**src/rtl/hsem_lock_master_pkg.sv**
```systemverilog
// Shared definitions for the HSEM lock master: AHB encodings, RESOURCE register layout
// (LOCK bit, COREID field, word stride) and the FSM state codes.
package hsem_lock_master_pkg;

    localparam int AHB_DATA_WIDTH = 32;
    localparam int LOCK_BIT       = 31;
    localparam int COREID_MSB     = 7;

    localparam logic [1:0] HTRANS_IDLE   = 2'b00;
    localparam logic [1:0] HTRANS_NONSEQ = 2'b10;
    localparam logic [2:0] HSIZE_WORD    = 3'b010;

    typedef enum logic [2:0] {
        S_IDLE    = 3'd0,
        S_WR_A    = 3'd1,
        S_WR_D    = 3'd2,
        S_RD_A    = 3'd3,
        S_RD_D    = 3'd4,
        S_BACKOFF = 3'd5,
        S_DONE    = 3'd6
    } state_t;

    // RESOURCE_n registers sit on consecutive words: offsets 0x00..0x1C.
    function automatic logic [AHB_DATA_WIDTH-1:0] resource_offset(input logic [2:0] n);
        return {{(AHB_DATA_WIDTH-5){1'b0}}, n, 2'b00};
    endfunction

    function automatic logic [AHB_DATA_WIDTH-1:0] lock_word(input logic lock, input logic [7:0] core);
        logic [AHB_DATA_WIDTH-1:0] w;
        w                 = '0;
        w[LOCK_BIT]       = lock;
        w[COREID_MSB:0]   = core;
        return w;
    endfunction

    // Only LOCK and COREID take part in the ownership check.
    localparam logic [AHB_DATA_WIDTH-1:0] OWNER_MASK = lock_word(1'b1, 8'hFF);

endpackage

```
**src/rtl/hsem_lock_master.sv**
```systemverilog
// AHB-Lite initiator that locks/unlocks HSEM RESOURCE_n semaphores for the local core.
// Optional HSEM_MASTER_IRQ_WAIT_EN adds sem_free_irq to cut the retry backoff short.
module hsem_lock_master
    import hsem_lock_master_pkg::*;
#(
    parameter logic [31:0] BASE_ADDR   = 32'h0000_0000,
    parameter logic [7:0]  CORE_ID     = 8'h01,
    parameter int          MAX_RETRY   = 8,
    parameter int          BACKOFF_CYC = 16
) (
    input  logic                      hclk,
    input  logic                      hreset,
    input  logic                      lock_req,
    input  logic                      unlock_req,
    input  logic [2:0]                sem_id,
    output logic                      busy,
    output logic                      done,
    output logic                      granted,
    output logic                      err,
    output logic [AHB_DATA_WIDTH-1:0] haddr,
    output logic [1:0]                htrans,
    output logic                      hwrite,
    output logic [2:0]                hsize,
    output logic [AHB_DATA_WIDTH-1:0] hwdata,
    input  logic [AHB_DATA_WIDTH-1:0] hrdata,
    input  logic                      hready,
`ifdef HSEM_MASTER_IRQ_WAIT_EN
    input  logic                      sem_free_irq,
`endif
    input  logic                      hresp
);

    localparam int RW = $clog2(MAX_RETRY + 1);
    localparam int BW = $clog2(BACKOFF_CYC + 1);

    state_t                    state;
    state_t                    state_nxt;
    logic [2:0]                sem_q;
    logic                      op_lock_q;
    logic [RW-1:0]             retry_cnt;
    logic [BW-1:0]             bo_cnt;
    logic                      granted_q;
    logic                      err_q;
    logic                      accept;
    logic                      rd_owned;
    logic                      last_try;
    logic                      bo_leave;
    logic [AHB_DATA_WIDTH-1:0] sem_addr;

    assign accept   = (state == S_IDLE) && (lock_req || unlock_req);
    assign rd_owned = (hrdata & OWNER_MASK) == lock_word(1'b1, CORE_ID);
    assign last_try = (retry_cnt == RW'(MAX_RETRY - 1));
    assign sem_addr = BASE_ADDR + resource_offset(sem_q);

`ifdef HSEM_MASTER_IRQ_WAIT_EN
    assign bo_leave = (bo_cnt == BW'(BACKOFF_CYC - 1)) || sem_free_irq;
`else
    assign bo_leave = (bo_cnt == BW'(BACKOFF_CYC - 1));
`endif

    always_ff @(posedge hclk) begin
        if (hreset) begin
            state <= S_IDLE;
        end else begin
            state <= state_nxt;
        end
    end

    // Any error cycle in a data phase aborts straight to DONE; no further transfer.
    always_comb begin
        state_nxt = state;
        case (state)
            S_IDLE: begin
                if (accept) state_nxt = S_WR_A;
            end
            S_WR_A: begin
                if (hready) state_nxt = S_WR_D;
            end
            S_WR_D: begin
                if (hresp)       state_nxt = S_DONE;
                else if (hready) state_nxt = op_lock_q ? S_RD_A : S_DONE;
            end
            S_RD_A: begin
                if (hready) state_nxt = S_RD_D;
            end
            S_RD_D: begin
                if (hresp) begin
                    state_nxt = S_DONE;
                end else if (hready) begin
                    if (rd_owned || last_try) state_nxt = S_DONE;
                    else                      state_nxt = S_BACKOFF;
                end
            end
            S_BACKOFF: begin
                if (bo_leave) state_nxt = S_WR_A;
            end
            S_DONE: begin
                state_nxt = S_IDLE;
            end
            default: begin
                state_nxt = S_IDLE;
            end
        endcase
    end

    always_comb begin
        htrans = HTRANS_IDLE;
        hwrite = 1'b0;
        haddr  = '0;
        hwdata = '0;
        case (state)
            S_WR_A: begin
                htrans = HTRANS_NONSEQ;
                hwrite = 1'b1;
                haddr  = sem_addr;
            end
            S_WR_D: begin
                hwdata = lock_word(op_lock_q, CORE_ID);
            end
            S_RD_A: begin
                htrans = HTRANS_NONSEQ;
                haddr  = sem_addr;
            end
            default: begin
                htrans = HTRANS_IDLE;
            end
        endcase
    end

    assign hsize   = HSIZE_WORD;
    assign busy    = (state != S_IDLE);
    assign done    = (state == S_DONE);
    assign granted = granted_q;
    assign err     = err_q;

    // Request capture: unlock wins when both requests arrive together.
    always_ff @(posedge hclk) begin
        if (accept) begin
            sem_q     <= sem_id;
            op_lock_q <= !unlock_req;
        end
    end

    always_ff @(posedge hclk) begin
        if (hreset) begin
            granted_q <= 1'b0;
            err_q     <= 1'b0;
            retry_cnt <= '0;
            bo_cnt    <= '0;
        end else begin
            if (accept) begin
                granted_q <= 1'b0;
                err_q     <= 1'b0;
                retry_cnt <= '0;
            end
            if (((state == S_WR_D) || (state == S_RD_D)) && hresp) begin
                err_q <= 1'b1;
            end
            if ((state == S_RD_D) && !hresp && hready) begin
                if (rd_owned) granted_q <= 1'b1;
                else          retry_cnt <= retry_cnt + 1'b1;
            end
            bo_cnt <= ((state == S_BACKOFF) && (state_nxt == S_BACKOFF)) ? bo_cnt + 1'b1 : '0;
        end
    end

endmodule
```
**config.mk**
```make
export PLATFORM = sky130hd
export DESIGN_NAME = hsem_lock_master
export DESIGN_NICKNAME = d
export VERILOG_FILES = /design/src/rtl/hsem_lock_master_pkg.sv /design/src/rtl/hsem_lock_master.sv
export SDC_FILE = /design/constraint.sdc
export NUM_CORES = 1
export LEC_CHECK = 0
export CELL_PAD_IN_SITES_DETAIL_PLACEMENT = 2
export CELL_PAD_IN_SITES_GLOBAL_PLACEMENT = 2
export CORE_MARGIN = 2
export CORE_UTILIZATION = 16
export CTS_CLUSTER_DIAMETER = 30
export CTS_CLUSTER_SIZE = 24
export DETAILED_ROUTE_END_ITERATION = 8
export PLACE_DENSITY = 0.81
export SYNTH_ARGS = -nofsm -noshare
export SYNTH_HDL_FRONTEND = slang
export SYNTH_SLANG_ARGS = --single-unit
```
**constraint.sdc**
```tcl
create_clock -name hclk -period 1.95 [get_ports hclk]
set_input_delay 0.2925 -clock hclk [delete_from_list [all_inputs] [get_ports hclk]]
set_output_delay 0.2925 -clock hclk [all_outputs]
set_load 0.01 [all_outputs]
```
# == After elaboration in Yosys (flattened, before gate mapping) ==
# Index checks and enable logic that the tools add are counted.
# Widths: inputs -> output; s select.
# classes
addsub,2
eq_ne,10
mux,23
bitwise,1
reduce_logical,15
# op_table
op,count
$mux 32,1
$mux 3,9
$pmux 3 s6,1
$eq 3x3->1 const B,4
$mux 4,3
$eq 9x9->1 const B,1
$eq 3x2->1 const B,2
$mux 1,6
$add 5x1->5 const B,1
$eq 5x4->1 const B,1
$logic_and 1x1->1,5
$mux 5,1
$add 4x1->4 const B,1
$eq 4x3->1 const B,1
$mux 2,2
$reduce_or 2->1,2
$eq 3x1->1 const B,1
$logic_not 3->1,1
$logic_or 1x1->1,3
$reduce_bool 3->1,1
$logic_not 1->1,2
$reduce_bool 2->1,1
$not 1->1,1
# totals
register_bits,18
in_bits,41
output_inout_bits,74

# == Depth between registers and ports, before layout ==
# Gate-level depths: netlist (run 1).
# logic_depth
depth_word,10
depth_mapped,6

# == Worst setup path after synthesis (run 1) ==
# No wires, ideal clock.
# synth_timing
kind,register -> register
from,register state[2]
to,register retry_cnt[3]
setup_ns,0.074
arrival_ns,1.471
t_required_ns,1.876
setup_slack_ns,0.404
path_stages_with_launch,6
synth_period_minus_slack_ns,1.546
path_cell_list,dfxtp_1 > buf_6 > nand2b_4 > or3_4 > or4_1 > a31oi_1
# synth_between
elab_chain_len,5
elab_cells_between_ends,8
cone_classes,eq/ne: 1; mux: 3; reduce/logical: 4
# synth_lines
item,line,text
from (decl),hsem_lock_master.sv:36,state_t state;
from (signal assigned),hsem_lock_master.sv:65,state <= state_nxt;
$logic_not 3->1,hsem_lock_master.sv:50,assign accept = (state == S_IDLE) && (lock_req || unlock_req);
$logic_and 1x1->1,hsem_lock_master.sv:50,
$mux 4,hsem_lock_master.sv:151,if (accept) begin
$mux 4,hsem_lock_master.sv:160,if (rd_owned) granted_q <= 1'b1;
$mux 4 (*),hsem_lock_master.sv:159,if ((state == S_RD_D) && !hresp && hready) begin
to (signal assigned),hsem_lock_master.sv:161,else retry_cnt <= retry_cnt + 1'b1;
to (decl),hsem_lock_master.sv:40,logic [RW-1:0] retry_cnt;
# Mark *: on every way between the ends. The rest lies on a longest branch, timed or not.
# A chain may end at the register's enable or synchronous reset.

# == Worst setup path after layout (run 1) ==
# layout_timing
from,register state[2]
to,output hwdata[31]
# layout_between
elab_chain_len,2
# layout_lines
item,line,text
$eq 3x2->1,hsem_lock_master.sv:111,case (state)
$mux 32,hsem_lock_master.sv:111,
to (decl),hsem_lock_master.sv:24,"output logic [AHB_DATA_WIDTH-1:0] hwdata,"
# No other way between the ends.

==> results of run 1 <==
## power by group through the flow
stage | registers, uW | clock network (uW) | logic (uW)
5_1_grt | 540 | 306 | 878
6_report | 528 | 278 | 809
4_1_cts | 529 | 289 | 817
3_3_place_gp | 511 | 0 | 729
3_5_place_dp | 519 | 0 | 768
2_1_floorplan | 488 | 0 | 524
## logic make-up (layout without fill, tap and decap cells)
logic type / Yosys count / after routing / synth area share
buffers and inverters: 75 / 48 / 0.361
and+or+nand+nor: 52 / 52 / 0.215
AOI/OAI and AO/OA: 24 / 24 / 0.106
DFF: 18 / 18 / 0.275
adders and majority gates: 3 / 3 / 0.0258
other: 2 / 63 / 0.00515
xor gates and xnor gates: 2 / 2 / 0.0120
## cell usage after synthesis, types with 2 or more instances
cell / number / area, sq um
o21ai_0: 4 / 20.0
conb_1: 2 / 7.51
edfxtp_1: 4 / 120
dfxtp_1: 14 / 280
nor2b_1: 3 / 18.8
ha_1: 3 / 37.5
inv_1: 5 / 18.8
nand2_1: 2 / 7.51
clkbuf_1: 5 / 18.8
or4_1: 2 / 15.0
a21oi_1: 7 / 35.0
nand2b_1: 5 / 31.3
buf_4: 63 / 473
nand4b_1: 3 / 26.3
nand3b_1: 2 / 15.0
nor2_1: 13 / 48.8
a31oi_1: 2 / 12.5
nand3_1: 5 / 25.0
or3_1: 3 / 18.8
o211ai_1: 4 / 30.0
and2_1: 5 / 31.3
## critical path: stages (launching register included)
cell and delay (ns):
dfxtp_2 0.37, nand2b_4 0.17, nor2_4 0.13, and2_1 0.14, clkdlybuf4s50_1 0.53
## how the worst max path moves through the flow
stage	from	slack [ns]	cells after the start	to
after floorplan	state[2]	0.40	5	retry_cnt[3]
after global placement	hready	0.04	5	retry_cnt[3]
after detailed placement	hready	-0.01	5	retry_cnt[3]
after CTS	state[0]	0.01	3	haddr[4]
after global routing	state[2]	0.001	4	hwdata[31]
final	state[2]	0.06	4	hwdata[31]
## routing by layer
layer / part of all wire / up-vias / global-route usage
li1: - / 534 / -
met1: 0.36 / 551 / 0.0687
met2: 0.58 / 43 / 0.156
met3: 0.052 / 3 / 0.00914
met4: 0.010 / 0 / 0.0253
met5: 0 / - / 0
## through the flow
stage / util / hold WS [ns]
6_report: 0.199 / 0.457
5_1_grt: 0.199 / 0.496
4_1_cts: 0.199 / 0.467
3_5_place_dp: 0.190 / 0.454
3_3_place_gp: 0.190 / 0.428
2_1_floorplan: - / 0.391
## registers in the layout, indices dropped and copies added, names as in the netlist
name       count
op_lock_q      1
sem_q          3
granted        1
bo_cnt         5
err            1
state          3
retry_cnt      4
## layout make-up
class,instances,area [sq um],share of cell area
clock buffers,4,45.0,0.0258
repair buffers,39,363,0.208
well taps,108,135,0.0773
multi-input cells,144,782,0.447
inverters,5,18.8,0.0107
flip-flops and latches,18,404,0.231
## repair_timing
| action | in CTS | in global routing |
|---|---|---|
| endpoints found under the setup margin | 7 | 5 |
| pin swaps | 1 | 0 |
| buffers inserted | 1 | 0 |
| hold buffers | 0 | 0 |
| gates resized for setup | 7 | 1 |
==> metrics, run 1 <==
Post-synth ARST share 0; final cell count without fillers 318; DRC violations left 0; sum of negative setup slack 0 ns; hold endpoint err; die footprint 9890 sq um; Initial Util 0.166; R2R depth 5; WL/cell 11.9 microns; clock skew 0.00213 ns; Main synth FF type dfxtp_1; RSZ-0062 raised after global routing no; internal power contribution 1010 uW; Yosys cell types 41; Net Sw Frac 0.377; Diodes inserted 0; GR Overflow Total 0; Row Count 34; max_cap viols 0; Via density 3.56; maximum clock rate 0.530 GHz; EDFF count, synth 4; worst hold path type flop to flop; die height 99.4 microns; clock transition at the registers of the reported paths 0.07 ns; synth warn 0; hold_sp err; H-tree depth 1; HPWL Detailed 3190 microns; fill count 1037; vias in the first global route 1152; Worst Setup Path Type flop to output pin; crit path DAT 1.59 ns; Synth Instances 176; post-synthesis register bit count 18; hold path depth 2; Core ar. 8760 sq um; post-synthesis sequential area ratio 0.275; final-report hold violation count 0; 1st-iter DRT viols 50; first-pass GRT wire length 5720 microns; clk sinks 18; PortBufs 28; fin crit period 1.89 ns; Mean Syn Cell Area 8.28 sq um; largest net degree at the start of global routing 13; Final Cell Area 1750 sq um; mapped cell area 1460 sq um; Worst EP required 1.66 ns; critical path capture point type output pin; TritonCTS buffer count 3; combinational power share 0.501; Pre-antenna DRT Iters 4; Slew Limit Fails 0; GRT Total Usage 0.0730; Flop pwr share 0.327; # nets final 255; Lkg Pwr 0.000727 uW; CTS tree yes; PD cells 924 nW/um^2; most frequent cells in the layout 63 x conb_1, 28 x clkdlybuf4s50_1, 12 x nor2_1, 11 x dfxtp_1, 11 x buf_4; Inst Count DP 313; startpoint types flop; switching power 609 uW; area grow syn2layout 19.9%; Final WS setup 0.0631 ns; worst skew pair latency 0.26 ns; setup slack, reg-to-reg 0.15 ns; Worst VDD drop 0.264 mV; final worst path period share 0.968; vias 1131; status complete, no violations; WL final 3780 microns; Tot Pwr 1620 uW; Setup violations, final 0; die width 99.4 microns; Area after DPL 1670 sq um; io pins 115; ANT nets after route 0; clock tree buffer depth 2; worst-path maximum fanout 5; initial antenna violation count 0; share of cells above drive strength 1 0.105; FF-to-FF End retry_cnt[3]; pre-CTS setup slack -0.0127 ns; commonest non-fill, non-tap cell in the layout conb_1; Root Driver clkbuf_8; GP Congestion 0.750; worst r2r src state[0]; clock power share 0.172
(Power assumes the default switching activity.)
==> run 2: changes to the inputs <==
ABC_AREA = 1   (was unset)
PLACE_DENSITY = 0.84   (was 0.81)
==> run 2 against run 1 <==
Combinational power rose by 5.8%. First-iteration DRC count is 22% lower. Clock power about the same. Synthesized area down 1.9%. Non-clock buffer count shrank 7. Clock skew is 0.0020 ns higher. Design area decreased by 4.0%. Core utilization is 0.61 points lower. Critical path type unchanged.
==> metrics, run 2 <==
status complete, no violations (unchanged); largest net degree at the start of global routing 11 (was 13); Lkg Pwr 0.000766 uW (was 0.000727 uW); hold buffers post-CTS 0 (unchanged); Yosys cell types 27 (was 41); Via density 3.37 (was 3.56); critical path capture point type output pin (unchanged); commonest non-fill, non-tap cell in the layout conb_1 (unchanged); clock skew 0.00409 ns (was 0.00213 ns); max_cap viols 0 (unchanged); vias in the first global route 1104 (was 1152); switching power 700 uW (was 609 uW); Slew Limit Fails 0 (unchanged); die footprint 9710 sq um (was 9890 sq um); GRT Total Usage 0.0721 (was 0.0730); internal power contribution 966 uW (was 1010 uW); fin crit period 1.83 ns (was 1.89 ns); combinational power share 0.513 (was 0.501); die height 98.5 microns (was 99.4 microns); crit path DAT 1.54 ns (was 1.59 ns); Biggest register bo_cnt (unchanged); cell taking the most area after synthesis buf_4 (unchanged); vias 1105 (was 1131); met2 wire len 1930 microns (was 2190 microns); WL final 3490 microns (was 3780 microns); DRC violations left 0 (unchanged); PortBufs 28 (unchanged); Core ar. 8680 sq um (was 8760 sq um); synth warn 0 (unchanged); HPWL Detailed 3020 microns (was 3190 microns); most frequent cell after synthesis buf_4 (unchanged); PD cells 993 nW/um^2 (was 924 nW/um^2); pre-CTS setup slack 0.174 ns (was -0.0127 ns); EDFF count, synth 4 (unchanged); worst hold path type flop to flop (unchanged); io pins 115 (unchanged); worst r2r src state[1] (was state[0]); GP Congestion 0.771 (was 0.750); CTS tree yes (unchanged); WL/cell 10.6 microns (was 11.9 microns); TritonCTS buffer count 3 (unchanged); worst skew pair latency 0.26 ns (about the same); post-synthesis sequential area ratio 0.280 (was 0.275); share of cells above drive strength 1 0.109 (was 0.105); maximum clock rate 0.547 GHz (was 0.530 GHz); most frequent cells in the layout 63 x conb_1, 27 x clkdlybuf4s50_1, 20 x nand2_1, 18 x inv_1, 18 x nor2_1 (was 63 x conb_1, 28 x clkdlybuf4s50_1, 12 x nor2_1, 11 x dfxtp_1, 11 x buf_4); Net Sw Frac 0.420 (was 0.377); final worst path period share 0.938 (was 0.968); Post-synth ARST share 0 (unchanged); Pre-antenna DRT Iters 4 (unchanged); Worst VDD drop 0.259 mV (was 0.264 mV); Worst Setup Path Type flop to output pin (unchanged); Synth top cells by count 63 x buf_4, 20 x nand2_1, 19 x inv_1, 19 x nor2_1, 14 x dfxtp_1 (was 63 x buf_4, 14 x dfxtp_1, 13 x nor2_1, 7 x a21oi_1); Initial Util 0.165 (was 0.166); Row Count 34 (unchanged); hold_sp bo_cnt[0] (was err); Main synth FF type dfxtp_1 (unchanged); ANT nets after route 0 (unchanged); worst setup path start state[2] (unchanged); Synth Instances 187 (was 176); clk sinks 18 (unchanged); met1 WL 1190 microns (was 1360 microns); clock transition at the registers of the reported paths 0.07 ns (about the same); Tot Pwr 1670 uW (was 1620 uW); first-pass GRT wire length 5520 microns (was 5720 microns); area grow syn2layout 17.3% (was 19.9%); synth top area cells buf_4 33%, dfxtp_1 20%, edfxtp_1 8.4% (was buf_4 32%, dfxtp_1 19%, edfxtp_1 8.2%); clock tree buffer depth 2 (unchanged); initial antenna violation count 0 (unchanged); Core Util, Final 0.193 (was 0.199); startpoint types flop (unchanged); Final WS setup 0.121 ns (was 0.0631 ns); Post-CTS Setup Bufs 0 (was 1); die width 98.5 microns (was 99.4 microns); Largest regs bo_cnt (5), retry_cnt (4) (unchanged); worst-path maximum fanout 7 (was 5); Routed met3 length 306 microns (was 198 microns); Setup violations, final 0 (unchanged); mapped cell area 1430 sq um (was 1460 sq um); top layer in use met4 (unchanged); Root Driver clkbuf_8 (unchanged); # nets final 265 (was 255); GR Overflow Total 0 (unchanged); post-synthesis register bit count 18 (unchanged); Worst EP required 1.66 ns (about the same); clock power share 0.166 (was 0.172); 1st-iter DRT viols 39 (was 50); Diodes inserted 0 (unchanged); max reg flops 5 (unchanged); Flop pwr share 0.320 (was 0.327); final-report hold violation count 0 (unchanged); Mean Syn Cell Area 7.65 sq um (was 8.28 sq um); RSZ-0062 raised after global routing no (unchanged); sum of negative setup slack 0 ns (unchanged); H-tree depth 1 (unchanged); Synth top area share 0.331 (was 0.324)
==> run 2: cell count changes after synthesis, sizes merged, moves of 5 or more <==
| cell | delta |
|---|---|
| and2 | -5 |
| inv | +17 |
| nand2 | +21 |
| nand2b | -6 |
| nor2 | +8 |
==> run 2: path summary, 6_finish.rpt <==
path / endpoint / slack, ns / depth (start not counted)
worst max-delay path: haddr[2] / 0.12 / 4
worst min register to register: bo_cnt[0] / 0.47 / 1
worst min-delay path: bo_cnt[0] / 0.47 / 1
worst max register to register: retry_cnt[3] / 0.46 / 7
==> run 2: metrics by stage <==
stage,cell area (sq um),std cells,hold WS [ns]
2_1_floorplan,1660,248,0.391
3_3_place_gp,1630,324,0.429
3_5_place_dp,1630,324,0.460
4_1_cts,1670,328,0.474
5_1_grt,1680,328,0.497
6_report,1680,328,0.470
==> run 2: kinds of logic after synthesis <==
kind of cell / Yosys count / synth area share
xor+xnor: 2 / 0.0123
flops: 18 / 0.280
fa+ha+maj: 3 / 0.0262
buf+inv: 86 / 0.391
compound gates: 17 / 0.0822
other cells: 2 / 0.00525
simple gates: 59 / 0.203
==> run 2: worst max-delay path: stages (launching register included) <==
cell             delay [ns]
dfxtp_2                0.36
inv_4                  0.11
nand2_2                0.13
nor2_1                 0.12
clkdlybuf4s50_1        0.55
==> run 2: per-layer routing <==
layer  GRT usage  vias to the layer above
met5           0                        -
met4      0.0285                        0
met3      0.0213                        5
met2       0.134                       46
met1      0.0758                      524
li1            -                      530
==> run 2: layout make-up <==
class / count / area, sq um
sequential: 18 / 402
fill: 1070 / 7000
inverter: 22 / 85.1
clock buffer: 3 / 41.3
clock inverter: 1 / 3.75
multi-input combinational: 144 / 702
tap: 108 / 135
timing repair buffer: 32 / 309
==> run 2: timing repair <==
| action | in CTS | in global routing |
|---|---|---|
| resized for setup | 2 | 3 |
| pin swaps | 0 | 0 |
| setup endpoints to repair | 1 | 5 |
==> run 2: power groups by stage <==
stage	registers, uW	logic (uW)	clock network, uW
3_3_place_gp	532	835	0
4_1_cts	530	866	285
2_1_floorplan	542	556	0
6_report	534	856	277
3_5_place_dp	536	861	0
5_1_grt	542	962	304
